### config.mk
export PLATFORM = sky130hd
export DESIGN_NAME = uart_instr_fetcher
export DESIGN_NICKNAME = d
export VERILOG_FILES = /design/src/rtl/fetch_pkg.sv /design/src/rtl/fetch_timeout_ctr.sv /design/src/rtl/uart_instr_fetcher.sv
export SDC_FILE = /design/constraint.sdc
export NUM_CORES = 1
export LEC_CHECK = 0
export ABC_AREA = 1
export CAP_MARGIN = 20
export CORE_UTILIZATION = 46
export DETAILED_ROUTE_END_ITERATION = 10
export PLACE_DENSITY = 0.75
export SETUP_SLACK_MARGIN = 0.3
export SLEW_MARGIN = 5
export SYNTH_ARGS = -nofsm -noshare
export SYNTH_HDL_FRONTEND = slang
export SYNTH_SLANG_ARGS = --single-unit
export TNS_END_PERCENT = 1
### constraint.sdc
create_clock -name clk -period 1.9 [get_ports clk]
set_clock_uncertainty 0.05 [all_clocks]
set_input_delay 0.38 -clock clk [delete_from_list [all_inputs] [get_ports clk]]
set_output_delay 0.38 -clock clk [all_outputs]
set_load 0.005 [all_outputs]
### src/rtl/fetch_pkg.sv
// Shared definitions for the UART instruction fetcher: state encoding, default
// timing parameters and the checksum helper used when FETCH_CHECKSUM_EN is defined.
package fetch_pkg;

    localparam int DEF_TIMEOUT_CYCLES = 20000;
    localparam int DEF_MAX_RETRY      = 3;

    localparam logic [3:0] ST_IDLE    = 4'd0;
    localparam logic [3:0] ST_SEND    = 4'd1;
    localparam logic [3:0] ST_WAIT_TX = 4'd2;
    localparam logic [3:0] ST_RX_HI   = 4'd3;
    localparam logic [3:0] ST_RX_LO   = 4'd4;
    localparam logic [3:0] ST_RX_CK   = 4'd5;
    localparam logic [3:0] ST_DONE    = 4'd6;
    localparam logic [3:0] ST_ERROR   = 4'd7;

    typedef enum logic [3:0] {
        IDLE    = ST_IDLE,
        SEND    = ST_SEND,
        WAIT_TX = ST_WAIT_TX,
        RX_HI   = ST_RX_HI,
        RX_LO   = ST_RX_LO,
        RX_CK   = ST_RX_CK,
        DONE    = ST_DONE,
        ERROR   = ST_ERROR
    } fetch_state_t;

    function automatic logic [7:0] fetch_checksum(input logic [7:0] hi,
                                                  input logic [7:0] lo,
                                                  input logic [7:0] addr);
        return hi ^ lo ^ addr;
    endfunction

endpackage

### src/rtl/fetch_timeout_ctr.sv
// Per-byte timeout counter: cleared by the fetcher on every state change,
// counts only while a wait stage is active and the UART is not lent out.
module fetch_timeout_ctr
    import fetch_pkg::*;
#(
    parameter int TIMEOUT_CYCLES = DEF_TIMEOUT_CYCLES
) (
    input  logic clk,
    input  logic reset,
    input  logic i_clear,
    input  logic i_enable,
    output logic o_expired
);

    localparam int W = $clog2(TIMEOUT_CYCLES);
    localparam logic [W-1:0] LAST = W'(TIMEOUT_CYCLES - 1);

    logic [W-1:0] r_count;

    always_ff @(posedge clk or negedge reset) begin
        if (!reset) begin
            r_count <= '0;
        end else if (i_clear) begin
            r_count <= '0;
        end else if (i_enable) begin
            r_count <= r_count + 1'b1;
        end
    end

    // Gated by enable so a frozen count (hold=1) can never fire a retry.
    assign o_expired = i_enable && (r_count == LAST);

endmodule

### src/rtl/uart_instr_fetcher.sv
// Fetches a 16-bit instruction over the shared UART (address out, hi/lo bytes in)
// with per-byte timeout, bounded retry and hold; FETCH_CHECKSUM_EN adds a checksum byte.
module uart_instr_fetcher
    import fetch_pkg::*;
#(
    parameter int TIMEOUT_CYCLES = DEF_TIMEOUT_CYCLES,
    parameter int MAX_RETRY      = DEF_MAX_RETRY
) (
    input  logic        clk,
    input  logic        reset,
    input  logic        start,
    input  logic        hold,
    input  logic [7:0]  address,
    input  logic        tx_done,
    input  logic        rx_done,
    input  logic [7:0]  rx_data,
    output logic        tx_start_out,
    output logic [7:0]  tx_data_out,
    output logic [15:0] instruction_out,
    output logic        done_out,
    output logic        busy_out,
    output logic        error_out,
    output logic [3:0]  dbg_state_out
);

    localparam int RW = (MAX_RETRY > 0) ? $clog2(MAX_RETRY + 1) : 1;
    localparam logic [RW-1:0] RETRY_LAST = RW'(MAX_RETRY);

    fetch_state_t  r_state, w_next;
    logic [7:0]    r_addr, r_hi, r_lo;
    logic [15:0]   r_instr;
    logic [RW-1:0] r_retry;
    logic          w_accept, w_rx_ok, w_timed, w_expired, w_fail, w_tmr_clear;
    logic [7:0]    w_lo;

    // Handshake: start, tx_done and rx_done are single-cycle pulses with no
    // back-pressure; start and rx bytes are only taken when hold=0.
    assign w_accept    = start && !hold;
    assign w_rx_ok     = rx_done && !hold;
    assign w_timed     = (r_state == WAIT_TX) || (r_state == RX_HI) ||
                         (r_state == RX_LO)   || (r_state == RX_CK);
    assign w_tmr_clear = (w_next != r_state);
    assign w_lo        = (r_state == RX_LO) ? rx_data : r_lo;

    fetch_timeout_ctr #(
        .TIMEOUT_CYCLES(TIMEOUT_CYCLES)
    ) u_timeout (
        .clk       (clk),
        .reset     (reset),
        .i_clear   (w_tmr_clear),
        .i_enable  (w_timed && !hold),
        .o_expired (w_expired)
    );

    always_comb begin
        w_next = r_state;
        w_fail = 1'b0;
        case (r_state)
            IDLE, ERROR: if (w_accept) w_next = SEND;
            SEND:        w_next = WAIT_TX;
            WAIT_TX: begin
                if (tx_done)        w_next = RX_HI;
                else if (w_expired) w_fail = 1'b1;
            end
            RX_HI: begin
                if (w_rx_ok)        w_next = RX_LO;
                else if (w_expired) w_fail = 1'b1;
            end
            RX_LO: begin
`ifdef FETCH_CHECKSUM_EN
                if (w_rx_ok)        w_next = RX_CK;
`else
                if (w_rx_ok)        w_next = DONE;
`endif
                else if (w_expired) w_fail = 1'b1;
            end
`ifdef FETCH_CHECKSUM_EN
            RX_CK: begin
                // A wrong checksum is handled exactly like a missed byte.
                if (w_rx_ok) begin
                    if (rx_data == fetch_checksum(r_hi, r_lo, r_addr)) w_next = DONE;
                    else                                               w_fail = 1'b1;
                end else if (w_expired) begin
                    w_fail = 1'b1;
                end
            end
`endif
            DONE:    w_next = IDLE;
            default: w_next = IDLE;
        endcase
        if (w_fail) w_next = (r_retry == RETRY_LAST) ? ERROR : SEND;
    end

    always_ff @(posedge clk or negedge reset) begin
        if (!reset) begin
            r_state <= IDLE;
            r_addr  <= '0;
            r_hi    <= '0;
            r_lo    <= '0;
            r_instr <= '0;
            r_retry <= '0;
        end else begin
            r_state <= w_next;
            if (w_next == SEND) begin
                if (r_state == IDLE || r_state == ERROR) begin
                    r_addr  <= address;
                    r_retry <= '0;
                end else begin
                    r_retry <= r_retry + 1'b1;
                end
                r_hi <= '0;
                r_lo <= '0;
            end
            if (r_state == RX_HI && w_rx_ok) r_hi <= rx_data;
            if (r_state == RX_LO && w_rx_ok) r_lo <= rx_data;
            // Loaded on DONE entry so the data is valid alongside done_out.
            if (w_next == DONE && r_state != DONE) r_instr <= {r_hi, w_lo};
        end
    end

    assign tx_start_out    = (r_state == SEND);
    assign tx_data_out     = r_addr;
    assign instruction_out = r_instr;
    assign done_out        = (r_state == DONE);
    assign busy_out        = (r_state != IDLE) && (r_state != ERROR);
    assign error_out       = (r_state == ERROR);
    assign dbg_state_out   = r_state;

endmodule

# [Yosys cells after proc, flatten, opt, wreduce, memory -nomap -nowiden]
# Cells that the tools add are included.
[classes] n_addsub=2 n_eq_ne=14 muxes=18 n_reduce_logical=21
[op_table] cell="$mux 8" n=4
[op_table] cell="$mux 15" n=2
[op_table] cell="$eq 4x3->1 const B" n=5
[op_table] cell="$mux 4" n=5
[op_table] cell="$pmux 4 s5" n=1
[op_table] cell="$add 15x1->15 const B" n=1
[op_table] cell="$eq 15x15->1 const B" n=1
[op_table] cell="$eq 4x1->1 const B" n=2
[op_table] cell="$eq 4x2->1 const B" n=2
[op_table] cell="$logic_and 1x1->1" n=8
[op_table] cell="$ne 4x3->1 const B" n=2
[op_table] cell="$reduce_bool 2->1" n=3
[op_table] cell="$logic_not 4->1" n=1
[op_table] cell="$logic_or 1x1->1" n=4
[op_table] cell="$ne 4x4->1" n=1
[op_table] cell="$reduce_bool 4->1" n=1
[op_table] cell="$reduce_or 2->1" n=2
[op_table] cell="$mux 1" n=3
[op_table] cell="$mux 3" n=1
[op_table] cell="$add 2x1->2 const B" n=1
[op_table] cell="$eq 2x2->1 const B" n=1
[op_table] cell="$mux 2" n=1
[op_table] cell="$pmux 1 s2" n=1
[op_table] cell="$reduce_and 2->1" n=1
[op_table] cell="$logic_not 1->1" n=1
[totals] ff_bits=61 inputBits=22 out_inout_bits=32 wordCells=62

# [Depth between registers and ports, before layout]
[logic_depth] ltp_word=13 ltp_mapped=16

# [Modules after synthesis]
# A second synthesis with hierarchy kept.
[hier_totals] cells_unflattened=356 hier_area_um2=2805.2
[modules_own_cells] mod="uart_instr_fetcher" instances=1 cells_each=234 area_per_inst_um2=1869.3 seq_area_each_um2=975.9
[modules_own_cells] mod="fetch_timeout_ctr" instances=1 cells_each=122 area_per_inst_um2=935.9 seq_area_each_um2=375.4

# [Worst setup path before layout]
# Ideal clock, no wire load.
[synth_path] kind="register to register" from="reg u_timeout.r_count[0]" to="reg u_timeout.r_count[3]" setup_ns=0.124 t_arrival_ns=1.637 required_ns=1.726 path_slack_ns=0.088 stages_incl_launch_ff=14 period_less_slack_ns=1.812 cell_sequence="dfrtp_1 > ha_1 > nand3_2 > inv_2 > nand3_1 > nor2_8 > nand3_4 > nand2_2 > nand2_1 > nand2_2 > nor2_4 > nand2_4 > buf_12 > nor2_4"
[synth_between] elab_chain_len=8 elab_cells_between_ends=12
[synth_rtl] item="start, declared" line_no="fetch_timeout_ctr.sv:18" text="logic [W-1:0] r_count;"
[synth_rtl] item="start signal, assigned" line_no="fetch_timeout_ctr.sv:26" text="r_count <= r_count + 1'b1;"
[synth_rtl] item="$eq 15x15->1 (*)" line_no="fetch_timeout_ctr.sv:31" text="assign o_expired = i_enable && (r_count == LAST);"
[synth_rtl] item="$logic_and 1x1->1 (*)" line_no="fetch_timeout_ctr.sv:31"
[synth_rtl] item="$mux 1 (*)" line_no="uart_instr_fetcher.sv:63, uart_instr_fetcher.sv:67, uart_instr_fetcher.sv:75"
[synth_rtl] item="$mux 1 (on tied branches)" line_no="uart_instr_fetcher.sv:73, uart_instr_fetcher.sv:62"
[synth_rtl] item="$pmux 1 s2 (*)" line_no="uart_instr_fetcher.sv:58" text="case (r_state)"
[synth_rtl] item="$mux 4 (*)" line_no="uart_instr_fetcher.sv:91" text="if (w_fail) w_next = (r_retry == RETRY_LAST) ? ERROR : SEND;"
[synth_rtl] item="named net w_next[2]" line_no="uart_instr_fetcher.sv:29" text="fetch_state_t r_state, w_next;"
[synth_rtl] item="$ne 4x4->1 (*)" line_no="uart_instr_fetcher.sv:42" text="assign w_tmr_clear = (w_next != r_state);"
[synth_rtl] item="$mux 15 or $reduce_bool 2->1 (tied branches)"
# The timed path passes the listed nets; every way through them passes the cells marked *. The select of a mux whose other input is x is not followed.
# A chain may end at the register's enable or synchronous reset.

# [Worst setup path after layout]
[layout_path] from="reg r_state[2], in the netlist dbg_state_out[2]" to="reg u_timeout.r_count[8]"
[layout_between] elab_chain_len=12 elab_cells_between_ends=27
[layout_rtl] item="start, declared" line_no="uart_instr_fetcher.sv:29"
[layout_rtl] item="start signal, assigned" line_no="uart_instr_fetcher.sv:103" text="r_state <= w_next;"
[layout_rtl] item="$eq 4x2->1" line_no="uart_instr_fetcher.sv:40, uart_instr_fetcher.sv:58"
[layout_rtl] item="$logic_or 1x1->1 (2 in a row)" line_no="uart_instr_fetcher.sv:40" text="assign w_timed = (r_state == WAIT_TX) || (r_state == RX_HI) ||"
[layout_rtl] item="$logic_or 1x1->1" line_no="uart_instr_fetcher.sv:41" text="(r_state == RX_LO) || (r_state == RX_CK);"
[layout_rtl] item="$logic_and 1x1->1" line_no="uart_instr_fetcher.sv:51" text=".i_enable (w_timed && !hold),"
[layout_rtl] item="$logic_and 1x1->1" line_no="fetch_timeout_ctr.sv:31"
[layout_rtl] item="$mux 1" line_no="uart_instr_fetcher.sv:63, uart_instr_fetcher.sv:67, uart_instr_fetcher.sv:75"
[layout_rtl] item="$mux 1 (on tied branches)" line_no="uart_instr_fetcher.sv:73, uart_instr_fetcher.sv:62"
[layout_rtl] item="$pmux 1 s2" line_no="uart_instr_fetcher.sv:58"
[layout_rtl] item="$mux 4 (*)" line_no="uart_instr_fetcher.sv:91"
[layout_rtl] item="named net w_next[2]" line_no="uart_instr_fetcher.sv:29"
[layout_rtl] item="$ne 4x4->1 (*)" line_no="uart_instr_fetcher.sv:42"
[layout_rtl] item="$mux 15 or $reduce_bool 2->1 (tied branches)"
# The timed path passes the listed nets; every way through them passes the cells marked *.

==> results.md <==
* Die W at 79.7 um
* Worst skew pair latency at 0.31 ns
* Crit Path Max Fanout at 8
* Final setup violation count at 15
* Area leader, netlist: dfrtp_1
* PwrDens at 940 nW/um2
* Synth Instances at 331
* Reg2reg start: dbg_state_out[2]
* Initial Util at 48.9%
* Crit. End Element: flop
* Total track usage at 21.9%
* Via Count at 2513
* Cell Rows at 27
* Adder-cell area share of the yosys netlist at 0.902%
* Placer Congestion at 0.892
* Fill cells at 470
* Synth top area share at 48.7%
* Crit start category: flop
* Commonest non-fill, non-tap cells in the layout: nand2_1, dfrtp_1, buf_4, dlygate4sd2_1
* Critical R2R Capture: u_timeout.r_count[8]
* Seq/Total Area, Yosys at 48.7%
* Hold crit path type: in2async
* Clk sinks at 54
* Ys Warns at 0
* Vias in the first global route at 2470
* Routed WL per cell at 12.7 um
* Critical Path RT at 2.10 ns
* Largest net degree at the start of global routing at 34
* Register bit count reported by yosys at 54
* Cts bufs inserted at 5
* DRT antenna net count at 0
* CP Class: reg2reg
* Post-synthesis mux area share at 0%
* Clock buffer depth at 2
* DP Area at 3700 um2
* Syn_nets at 355
* RSZ-0062 raised after global routing: yes
* Via/cell ratio at 4.91
* GRT overflow at 0
* Worst Setup SP: dbg_state_out[2]
* CTS HTree Levels at 2
* Detailed Place HPWL at 4500 um
* Input/output buffers at 53
* Fmax at 0.501 GHz
* Die Span Y at 79.7 um
* Fin nets at 463
* FF-to-FF setup slack at -0.1 ns
* Inserted Diodes at 0
* Post-synth cell types at 34
* Fin Hold WS at 0.367 ns
* Failing checks: negative setup slack
* First-pass GRT wire length at 10700 um
* Core Footprint at 5680 um2
* Area grow syn2layout at 45.4%
* Avg Inst Size Synth at 8.38 um2
* Commonest non-fill, non-tap cell in the layout: nand2_1
* Largest family of logic cells by synthesized area: simple AND/OR/NAND/NOR gates
* Final period util at 105%
* Die area at 6350 um2
* Finished Cell Area at 4040 um2
* R2R cell count at 12
* Slowest stage delay, CP at 0.44 ns
* # IOs at 54
* Multi-input gate area at 1400 um2
* Max-cap violations at 0
* Crit path DAT at 2.19 ns
* Final core utilization at 71.1%
* Drt first pass iters at 4
* Share of layout cells above drive strength 1 at 32.7%
* Compound-gate portion of the synthesized area at 1.76%
* Register Area at 1360 um2
* DRC viols at 0
* Clock root cell: clkbuf_8
* CP max stage cell: dfrtp_1
* Setup slack after layout at -0.0964 ns
* Max Slew Vio Count at 0
* Clock-pin slew on the worst setup and hold paths at 0.10 ns
* Leakage at 2.21 nW
* Final Hold Viols at 0
* Maximum VDD drop at 807 uV
* Pre-CTS setup slack at -0.404 ns
* Drt total wl at 6530 um
* Initial antenna violation count at 0
* Xor-xnor portion of the synthesized cell area at 3.16%
* Design Power at 3.79 mW
* Outcome: complete, but fails checks
* Synth Area in Simple Gates at 39.4%
* Minimum clock period at 2.00 ns
* Mapped Area at 2780 um2
* Initial DRC Count at 139
* CTS tree: done
* Critical-path cell list: buf_4 > nor2_4 > nand4_1 > nand2_4 > nand2_4 > nand2_4 > nand2_2 > nand2_2 > nand2_2 > nor2_4 > nand2_8 > nor2_1
* Area contributors post-synth: dfrtp_1, nand2_1, nor2_4
[worst max-delay path, delay by kind of cell, from the launching register on]
family	cells	cell delay, ns
simple gates	11	1.26
flops	1	0.44
buf+inv	1	0.17
[state kept, by name (all words and copies together) (netlist names)]
name               cells
dbg_state_out          4
instruction_out       16
r_hi                   8
r_lo                   1
r_retry                2
tx_data_out            8
u_timeout.r_count     15
[cells in the mapped netlist]
| cell type | number |
|---|---|
| nor3_1 | 4 |
| nand2_4 | 3 |
| dfrtp_1 | 54 |
| clkinv_2 | 1 |
| ha_1 | 2 |
| inv_1 | 23 |
| xnor2_1 | 1 |
| nor2_8 | 1 |
| o21ai_0 | 2 |
| xor2_1 | 9 |
| nand3b_1 | 1 |
| conb_1 | 1 |
| inv_2 | 5 |
| o21a_1 | 1 |
| buf_6 | 1 |
| a21oi_1 | 3 |
| nand3_2 | 5 |
| nor2_1 | 18 |
| clkbuf_1 | 2 |
| nand2_2 | 13 |
| nand4_1 | 3 |
| nor2_4 | 12 |
| nor2_2 | 4 |
| clkinv_1 | 1 |
| nand3_1 | 21 |
| buf_12 | 1 |
| buf_1 | 1 |
| nand3_4 | 1 |
| or2_2 | 1 |
| buf_2 | 2 |
| nor3_2 | 2 |
| nand2_1 | 129 |
| o21ai_1 | 2 |
| o22ai_1 | 1 |
[final cells by class]
class / count / area share [%]
repair buffers: 107 / 23.9
flip-flops and latches: 54 / 33.6
clock inverters: 2 / 0.403
well taps: 72 / 2.23
clock buffers: 6 / 2.05
multi-input cells: 241 / 34.7
inverters: 30 / 3.10
[routing by layer]
metal	GRT usage (%)	share of wire, %
met5	0	0
met4	8.73	2.6
met3	4.34	4.5
met2	36.8	48
met1	27.4	45
[what timing repair did]
action	in CTS	in global routing
setup endpoints to repair	75	60
hold endpoints to repair	2	0
pin swaps	7	9
gates cloned	0	1
hold buffers	1	0
buffers inserted	8	0
gates resized for setup	72	32
[cells by family (layout without fill, tap and decap cells)]
group                      count (synthesis)  in the layout
buffers and inverters                     37            145
xor gates and xnor gates                  10             10
and+or+nand+nor                          218            219
DFF                                       54             54
AOI/OAI and AO/OA                          9              9
adders and majority gates                  2              2
other                                      1              1
[stage by stage]
stage | cells | TNS, ns
final | 512 | -1.32
after floorplan | 331 | 0
after global placement | 494 | -9.45
after CTS | 511 | -0.0640
after detailed placement | 494 | -10.28
after global routing | 512 | -3.26
[how the worst max path moves through the flow]
stage,slack [ns],endpoint,depth (start not counted)
floorplan,0.15,u_timeout.r_count[3],13
global placement,-0.38,u_timeout.r_count[12],13
detailed placement,-0.40,u_timeout.r_count[8],13
CTS,-0.02,u_timeout.r_count[8],13
global route,-0.17,u_timeout.r_count[11],11
finish,-0.1,u_timeout.r_count[8],12
[power breakdown]
group	internal (mW)	switching, mW
combinational	0.720	0.894
clock	0.301	0.389
sequential	1.35	0.142
(Power assumes the default switching activity.)
